[src/rtl/fu_mem.sv]
// fu_mem : memory functional unit fed by the memory reservation station.
//
// Accepts one issued load/store, picks up its register operands the cycle
// after issue, forms the effective address, performs a single data-memory
// transaction and reports completion to the ROB (and, for loads, a
// register-file writeback). Only one operation is in flight at a time.
//
// Ports:
//   clk, reset                      clock, asynchronous active-high reset
//   issue_valid/rob/pd/imm/funct3/  op issued by the memory RS
//   issue_is_store
//   ps1_data, ps2_data              base / store-data operands (cycle after issue)
//   mispredict, mispredict_tag,     branch flush and ROB head for age compare
//   rob_head
//   ready_out                       unit can accept an issue
//   mem_req_valid/ready, mem_addr,  memory request channel
//   mem_we, mem_wstrb, mem_wdata
//   mem_resp_valid, mem_rdata       memory load response
//   done, rob_tag_out               completion pulse and its ROB index
//   rf_we, pd_out, data_out         load writeback
module fu_mem #(
  parameter int XLEN   = 32,
  parameter int ROB_AW = 5,
  parameter int PREG_W = 7
) (
  input  logic              clk,
  input  logic              reset,
  input  logic              issue_valid,
  input  logic [ROB_AW-1:0] issue_rob,
  input  logic [PREG_W-1:0] issue_pd,
  input  logic [XLEN-1:0]   issue_imm,
  input  logic [2:0]        issue_funct3,
  input  logic              issue_is_store,
  input  logic [XLEN-1:0]   ps1_data,
  input  logic [XLEN-1:0]   ps2_data,
  input  logic              mispredict,
  input  logic [ROB_AW-1:0] mispredict_tag,
  input  logic [ROB_AW-1:0] rob_head,
  output logic              ready_out,
  output logic              mem_req_valid,
  input  logic              mem_req_ready,
  output logic [XLEN-1:0]   mem_addr,
  output logic              mem_we,
  output logic [3:0]        mem_wstrb,
  output logic [XLEN-1:0]   mem_wdata,
  input  logic              mem_resp_valid,
  input  logic [XLEN-1:0]   mem_rdata,
  output logic              done,
  output logic [ROB_AW-1:0] rob_tag_out,
  output logic              rf_we,
  output logic [PREG_W-1:0] pd_out,
  output logic [XLEN-1:0]   data_out
);

  typedef enum logic [2:0] {
    S_IDLE,
    S_OPER,
    S_REQ,
    S_WAIT,
    S_DRAIN,
    S_DONE
  } state_t;

  state_t state_q, state_d;

  logic [ROB_AW-1:0] rob_q;
  logic [PREG_W-1:0] pd_q;
  logic [XLEN-1:0]   imm_q;
  logic [2:0]        funct3_q;
  logic              is_store_q;
  logic [1:0]        lane_q;
  logic [XLEN-1:0]   addr_q;
  logic [3:0]        strb_q;
  logic [XLEN-1:0]   wdata_q;
  logic [XLEN-1:0]   load_q;

  logic [XLEN-1:0]   ea;
  logic [3:0]        st_strb;
  logic [XLEN-1:0]   st_wdata;
  logic [7:0]        ld_byte;
  logic [15:0]       ld_half;
  logic [XLEN-1:0]   ld_value;

  // Age compare relative to the ROB head: the op is younger than the
  // mispredicted branch (and therefore on the wrong path) when its distance
  // from the head is strictly larger. The branch itself is never killed.
  logic [ROB_AW-1:0] age_op;
  logic [ROB_AW-1:0] age_br;
  logic              kill;

  assign age_op = rob_q - rob_head;
  assign age_br = mispredict_tag - rob_head;
  assign kill   = mispredict && (age_op > age_br);

  assign ea = ps1_data + imm_q;

  // Store lane steering: data is replicated across lanes so the memory only
  // needs the byte enables to pick the right bytes.
  always_comb begin
    st_strb  = 4'b1111;
    st_wdata = ps2_data;
    case (funct3_q[1:0])
      2'b00: begin
        st_strb  = 4'b0001 << ea[1:0];
        st_wdata = {4{ps2_data[7:0]}};
      end
      2'b01: begin
        st_strb  = ea[1] ? 4'b1100 : 4'b0011;
        st_wdata = {2{ps2_data[15:0]}};
      end
      default: begin
        st_strb  = 4'b1111;
        st_wdata = ps2_data;
      end
    endcase
  end

  // Load extraction from the returned word using the lane captured with the
  // address; misaligned halves/words were already aligned down.
  always_comb begin
    ld_byte  = mem_rdata[{lane_q, 3'b000} +: 8];
    ld_half  = lane_q[1] ? mem_rdata[31:16] : mem_rdata[15:0];
    ld_value = mem_rdata;
    case (funct3_q)
      3'b000:  ld_value = {{24{ld_byte[7]}}, ld_byte};
      3'b001:  ld_value = {{16{ld_half[15]}}, ld_half};
      3'b100:  ld_value = {24'b0, ld_byte};
      3'b101:  ld_value = {16'b0, ld_half};
      default: ld_value = mem_rdata;
    endcase
  end

  // State register.
  always_ff @(posedge clk or posedge reset) begin
    if (reset) state_q <= S_IDLE;
    else       state_q <= state_d;
  end

  // Next-state logic. A kill in REQ wins over the handshake so a wrong-path
  // request never reaches memory. A kill in WAIT that coincides with the
  // response consumes that response directly instead of draining.
  always_comb begin
    state_d = state_q;
    case (state_q)
      S_IDLE:  if (issue_valid) state_d = S_OPER;
      S_OPER:  state_d = kill ? S_IDLE : S_REQ;
      S_REQ: begin
        if (kill)               state_d = S_IDLE;
        else if (mem_req_ready) state_d = is_store_q ? S_DONE : S_WAIT;
      end
      S_WAIT: begin
        if (kill)                state_d = mem_resp_valid ? S_IDLE : S_DRAIN;
        else if (mem_resp_valid) state_d = S_DONE;
      end
      S_DRAIN: if (mem_resp_valid) state_d = S_IDLE;
      S_DONE:  state_d = S_IDLE;
      default: state_d = S_IDLE;
    endcase
  end

  // Captured op fields, registered request and load result.
  always_ff @(posedge clk or posedge reset) begin
    if (reset) begin
      rob_q      <= '0;
      pd_q       <= '0;
      imm_q      <= '0;
      funct3_q   <= '0;
      is_store_q <= 1'b0;
      lane_q     <= '0;
      addr_q     <= '0;
      strb_q     <= '0;
      wdata_q    <= '0;
      load_q     <= '0;
    end else begin
      if (state_q == S_IDLE && issue_valid) begin
        rob_q      <= issue_rob;
        pd_q       <= issue_pd;
        imm_q      <= issue_imm;
        funct3_q   <= issue_funct3;
        is_store_q <= issue_is_store;
      end
      if (state_q == S_OPER && !kill) begin
        addr_q  <= {ea[31:2], 2'b00};
        lane_q  <= ea[1:0];
        strb_q  <= is_store_q ? st_strb : 4'b0000;
        wdata_q <= is_store_q ? st_wdata : '0;
      end
      if (state_q == S_WAIT && mem_resp_valid && !kill) begin
        load_q <= ld_value;
      end
    end
  end

  assign ready_out     = (state_q == S_IDLE);
  assign mem_req_valid = (state_q == S_REQ) && !kill;
  assign mem_we        = mem_req_valid && is_store_q;
  assign mem_addr      = addr_q;
  assign mem_wstrb     = strb_q;
  assign mem_wdata     = wdata_q;

  assign done        = (state_q == S_DONE) && !kill;
  assign rob_tag_out = (state_q == S_DONE) ? rob_q : '0;
  assign rf_we       = done && !is_store_q;
  assign pd_out      = (state_q == S_DONE && !is_store_q) ? pd_q : '0;
  assign data_out    = (state_q == S_DONE && !is_store_q) ? load_q : '0;

endmodule

[config.mk]
export PLATFORM = sky130hd
export DESIGN_NAME = fu_mem
export DESIGN_NICKNAME = d
export VERILOG_FILES = /design/src/rtl/fu_mem.sv
export SDC_FILE = /design/constraint.sdc
export NUM_CORES = 1
export LEC_CHECK = 0
export BUFFER_PORTS_ARGS = -buffer_cell sky130_fd_sc_hd__buf_2
export CORE_MARGIN = 1.5
export CORE_UTILIZATION = 54
export CTS_BUF_LIST = sky130_fd_sc_hd__clkbuf_8
export DETAILED_ROUTE_END_ITERATION = 8
export GPL_ROUTABILITY_DRIVEN = 0
export PLACE_DENSITY = 0.83
export SYNTH_ARGS = -nofsm -noshare
export SYNTH_HDL_FRONTEND = slang
export SYNTH_SLANG_ARGS = --single-unit
[constraint.sdc]
create_clock -name clk -period 5.6 [get_ports clk]
set_input_delay 1.12 -clock clk [delete_from_list [all_inputs] [get_ports clk]]
set_output_delay 1.12 -clock clk [all_outputs]
set_load 0.02 [all_outputs]
; Yosys cells after proc, flatten, opt, wreduce, memory -nomap -nowiden
; Index checks and enable logic that the tools add are counted.
[op_classes]
reduce_logical = 16
order_cmp = 1
add_sub_neg = 3
shift = 2
eq_ne = 13
muxes = 20
[ops]
columns = cell, count
row1 = $pmux 32 s4, 1
row2 = $mux 32, 2
row3 = $pmux 32 s2, 1
row4 = $add 32x32->32, 1
row5 = $shiftx 32x6->8, 1
row6 = $mux 3, 8
row7 = $mux 16, 1
row8 = $pmux 3 s5, 1
row9 = $eq 3x3->1 const B, 4
row10 = $logic_and 1x1->1, 10
row11 = $sub 5x5->5, 2
row12 = $mux 4, 2
row13 = $pmux 4 s2, 1
row14 = $mux 7, 1
row15 = $eq 3x1->1 const B, 2
row16 = $eq 3x2->1 const B, 2
row17 = $logic_not 3->1, 2
row18 = $ne 3x3->1 const B, 2
row19 = $gt 5x5->1, 1
row20 = $mux 5, 1
row21 = $ne 2x2->1 const B, 2
row22 = $reduce_and 4->1, 1
row23 = $shl 1x2->4 const A, 1
row24 = $eq 2x1->1 const B, 1
row25 = 3 further kinds, 4
[totals]
out_inout_bits = 117
elab_cells = 66
reg_bits = 151

; Logic depth before layout (Yosys ltp)
[logic_depth]
ltp_word = 6
mapped_depth = 17
depth_no_buf = 16

; Worst setup path after synthesis
; Ideal clock, no wire load.
[synth_path]
path_kind = in2out
startpoint = input port mispredict_tag[0]
endpoint = output port mem_we
arrival_time_ns = 3.719
path_buffers = 0
path_stages = 13
slack_ns = 0.761
required_ns = 4.480
cell_sequence = inv_1 > ha_1 > inv_1 > fa_1 > a21o_1 > a21oi_1 > xnor2_1 > ha_1 > nand3_1 > o21bai_1 > a31oi_4 > nor3_1 > and2_1
[synth_via]
elab_chain_cells = 6
[synth_rtl]
columns = item, line_no
row1 = from (decl), 37  ; input logic [ROB_AW-1:0] mispredict_tag,
row2 = $sub 5x5->5, 92  ; assign age_br = mispredict_tag - rob_head;
row3 = $gt 5x5->1, 93  ; assign kill = mispredict && (age_op > age_br);
row4 = $logic_and 1x1->1, 93
row5 = $logic_not 1->1, 195  ; assign mem_req_valid = (state_q == S_REQ) && !kill;
row6 = $logic_and 1x1->1, 195
row7 = named net mem_req_valid, 40  ; output logic mem_req_valid,
row8 = $logic_and 1x1->1, 196  ; assign mem_we = mem_req_valid && is_store_q;
row9 = to (decl), 43  ; output logic mem_we,
; The timed path passes the listed nets, and every way through them passes these cells.

; Worst setup path after layout
[layout_path]
startpoint = input port mispredict_tag[0]
endpoint = output port mem_we
[layout_via]
elab_chain_cells = 6
[layout_rtl]
columns = item, line_no
row1 = $sub 5x5->5, 92
row2 = $gt 5x5->1, 93
row3 = $logic_and 1x1->1, 93
row4 = $logic_not 1->1, 195
row5 = $logic_and 1x1->1, 195
row6 = $logic_and 1x1->1, 196
; Every way passes these cells.

==> results.md <==
- Status: finished clean
- Worst path top cell family by delay: compound AO/OA/AOI/OAI gates
- Reg clk slew, reported paths: 0.09 ns
- Endpoint, Worst Hold: mem_wdata[3]
- Top-area cell type share of the netlist area: 0.4176
- Clock skew: 0.01471 ns
- Post-CTS setup buffer count: 0
- GRT Overall Usage: 0.2746
- Slowest CP cell: fa_1
- Synthesized area per cell: 9.168 µm²
- Distinct cell type count after synthesis: 62
- Htree depth: 4
- Hold Path Depth: 2
- Initial antenna violation count: 2
- Critical path class: in -> out
- Vias per std cell: 5.643
- Num CTS Buffers: 17
- Highest routed layer: met5
- CTS tree: done
- FF-to-FF Start: rob_q[0]
- Final Max Tran Viols: 0
- Max-Cap Viols: 0
- DRT Pass-1 Iters: 5
- Metal2 WL: 11800 µm
- Crit path capture type: output port
- IO Port Bufs: 274
- TritonCTS sink count: 151
- Clk_lat worst skew: 0.45 ns
- Post-DRT Antenna Nets: 0
- RR Endpoint: mem_wdata[18]
- Fill cell count: 1384
- Maximum VDD drop: 0.3133 mV
- Cells on worst reg2reg path: 16
- IO Pins: 277
- Max Clk Rate: 205.5 MHz
- Clock buffer depth: 2
- Number of synthesized flops with an enable pin: 0
- CP peak stage delay: 0.40 ns
- RSZ-0062 raised after global routing: false
- Hold Crit Start: mem_wdata[3]
- Clock Tree Root: clkbuf_8
- Synth Flop Type: dfrtp_1
- Hold Fails Final Rpt: 0
- Fin nets: 1435
- DR iter-0 viols: 546
- Mapped Area: 0.009049 mm²
- Relative slew slack: 0.3170
- Grt total ovfl: 0
- Syn-to-layout area delta: 20.96%
- Final core utilization: 0.6647
- Drt wl/cell: 16.60 µm
- Critical-path maximum fanout: 9
- Post-DP HPWL: 17980 µm
- Post-cts resize count: 0
- Period utilization: 0.8690
- Hold buffers post-CTS: 0
- Class of the worst hold path: reg -> reg
- CP required: 4.48 ns
- Synth top area cells: dfrtp_1 (42%), mux2_2 (7.7%), nand2_1 (6.6%)
- Register area share after synthesis: 0.4176
- Vias in the first global route: 7991
- Final min period: 4.866 ns
- CP Buf/Inv Count: 4
- Die width: 132.5 µm
- CP cell instances: buf_2 -> inv_1 -> ha_1 -> inv_1 -> fa_1 -> a21o_1 -> a21oi_1 -> xnor2_1 -> ha_1 -> nand3_1 -> o21bai_1 -> a31oi_4 -> nor3_1 -> and2_1 -> buf_2
- Routed wire length: 24250 µm
- #FFs+latches synth: 151
- Post-synth top area cell: dfrtp_1
- Startpoint Class: input pin
- Power per Cell Area: 582.0 mW/mm²
- Layout cell share with drive strength beyond 1: 0.3153
- Worst slew pin tran: 1.022 ns
- First-pass GRT wire length: 38850 µm
- Largest net degree at the start of global routing: 114
- Total Neg Setup Slack: 0 ns
- Via count: 8245
- Ys async rst share: 1.000
- Synth Warn #: 0
- Arrival @ worst endpoint: 3.75 ns
- R2r setup slk: 1.86 ns
- Mapped Cells: 987
- Leakage: 5.575 nW
- Row Count: 47
- Residual DRC count: 0
- Core box area: 0.01647 mm²
- Final setup viols: 0
- Die area: 0.01754 mm²
- Met1 wire length: 10010 µm
- Initial Util: 0.5495
- Die height: 132.5 µm
- Met3 WL post-DR: 1639 µm
synthesized netlist by cell type (8+ instances only):
master    number
clkbuf_1      29
a21oi_1       84
mux2_2        62
nand2_1      159
and2_1        43
ha_1          44
mux2i_1       16
a221oi_1       8
xnor2_1       23
buf_2         23
nor2_1        50
inv_1         27
o21ai_1       10
xor2_1        15
nand3_1       39
o21ai_0       69
a21o_1        20
nor3_1         9
dfrtp_1      151
cell families (layout without fill, tap and decap cells):
family	after synthesis	count (layout)	share of synthesized area
adders and majority gates	47	47	0.06748
xor gates and xnor gates	38	38	0.03678
AOI/OAI and AO/OA	243	243	0.1641
other	1	3	0.0004144
buffers and inverters	89	341	0.04217
DFF	151	151	0.4176
muxes	79	79	0.09734
and+or+nand+nor	339	339	0.1741
worst max path at each step:
| stage | start | to | depth (start not counted) |
|---|---|---|---|
| 6_report | mispredict_tag[0] | mem_we | 15 |
| 5_1_grt | mispredict_tag[0] | mem_we | 15 |
| 4_1_cts | mispredict_tag[0] | mem_we | 15 |
| 3_5_place_dp | mispredict_tag[0] | mem_we | 15 |
| 3_3_place_gp | mispredict_tag[0] | mem_we | 15 |
| 2_1_floorplan | reset | funct3_q[0] | 1 |
power breakdown:
group	internal (mW)	switching (mW)	total (mW)
clock network	0.489	0.436	0.925
logic	1.40	2.09	3.49
registers	1.60	0.355	1.96
total	3.49	2.88	6.37
sequential cells by signal (all words and copies together), names as in the netlist:
signal      flops
imm_q          32
state_q         3
lane_q          2
mem_wdata      32
funct3_q        3
mem_addr       30
load_q         32
rob_q           5
mem_wstrb       4
pd_q            7
is_store_q      1
area by class of cell:
type                       instances  area [µm²]  area share
timing repair buffer             283        1439      0.1315
antenna                            1       2.502   0.0002286
sequential                       151        3780      0.3453
tap                              220       275.3     0.02515
inverter                          27       106.4    0.009717
clock inverter                    14       198.9     0.01818
multi-input combinational        748        4910      0.4486
clock buffer                      17       234.0     0.02138
per-layer routing:
layer  track usage  vias to the layer above
met5             0                        -
met2        0.4622                      363
met4        0.1227                        2
met3       0.05900                       67
li1              -                     3911
met1        0.3415                     3902
worst reg2reg max path, delay by kind of cell (launching register included):
family	cells	cell delay, ns
XOR/XNOR	1	0.10
adder cells (fa/ha/maj)	3	0.84
flip-flops	1	0.37
buffers and inverters	3	0.60
AND/OR/NAND/NOR	5	0.83
AO/OA/AOI/OAI	4	0.96
stage by stage:
| stage | power [mW] | instances | cell area [µm²] | setup slack (ns) | hold slack [ns] |
|---|---|---|---|---|---|
| after floorplan | 4.538 | 988 | 9052 | 0.4153 | 0.4418 |
| after global placement | 5.302 | 1429 | 10510 | 0.8498 | 0.4450 |
| after detailed placement | 5.430 | 1429 | 10510 | 0.7451 | 0.4505 |
| after CTS | 6.372 | 1460 | 10940 | 0.7412 | 0.4701 |
| after global routing | 6.840 | 1461 | 10950 | 0.5208 | 0.4850 |
| final | 6.371 | 1461 | 10950 | 0.7336 | 0.4644 |
cells in the final DEF, fill, tap and decap left out, types with 3 or more instances in the layout:
cell	netlist	routed
nand3_1	39	39
a21o_1	20	20
a31oi_1	6	6
dfrtp_1	151	150
clkbuf_8	0	17
fa_1	3	3
buf_2	23	274
o22ai_1	7	7
o31ai_1	4	4
o21ai_0	69	69
xor2_1	15	15
o21ai_1	10	10
and2_1	43	42
buf_4	4	9
inv_1	27	27
a211oi_1	5	5
bufinv_16	0	4
nand4_1	5	5
nor3b_1	7	7
a221oi_1	8	8
xnor2_1	23	23
nor3_1	9	9
a21oi_1	84	84
nand2_1	159	158
o211ai_1	5	5
nand2b_1	3	3
mux2_2	62	62
nor2b_1	6	6
nor2_1	50	50
inv_6	0	4
and4_1	3	3
and3_1	5	5
ha_1	44	44
o21a_1	7	7
mux2i_1	16	16
(Power assumes the default switching activity.)
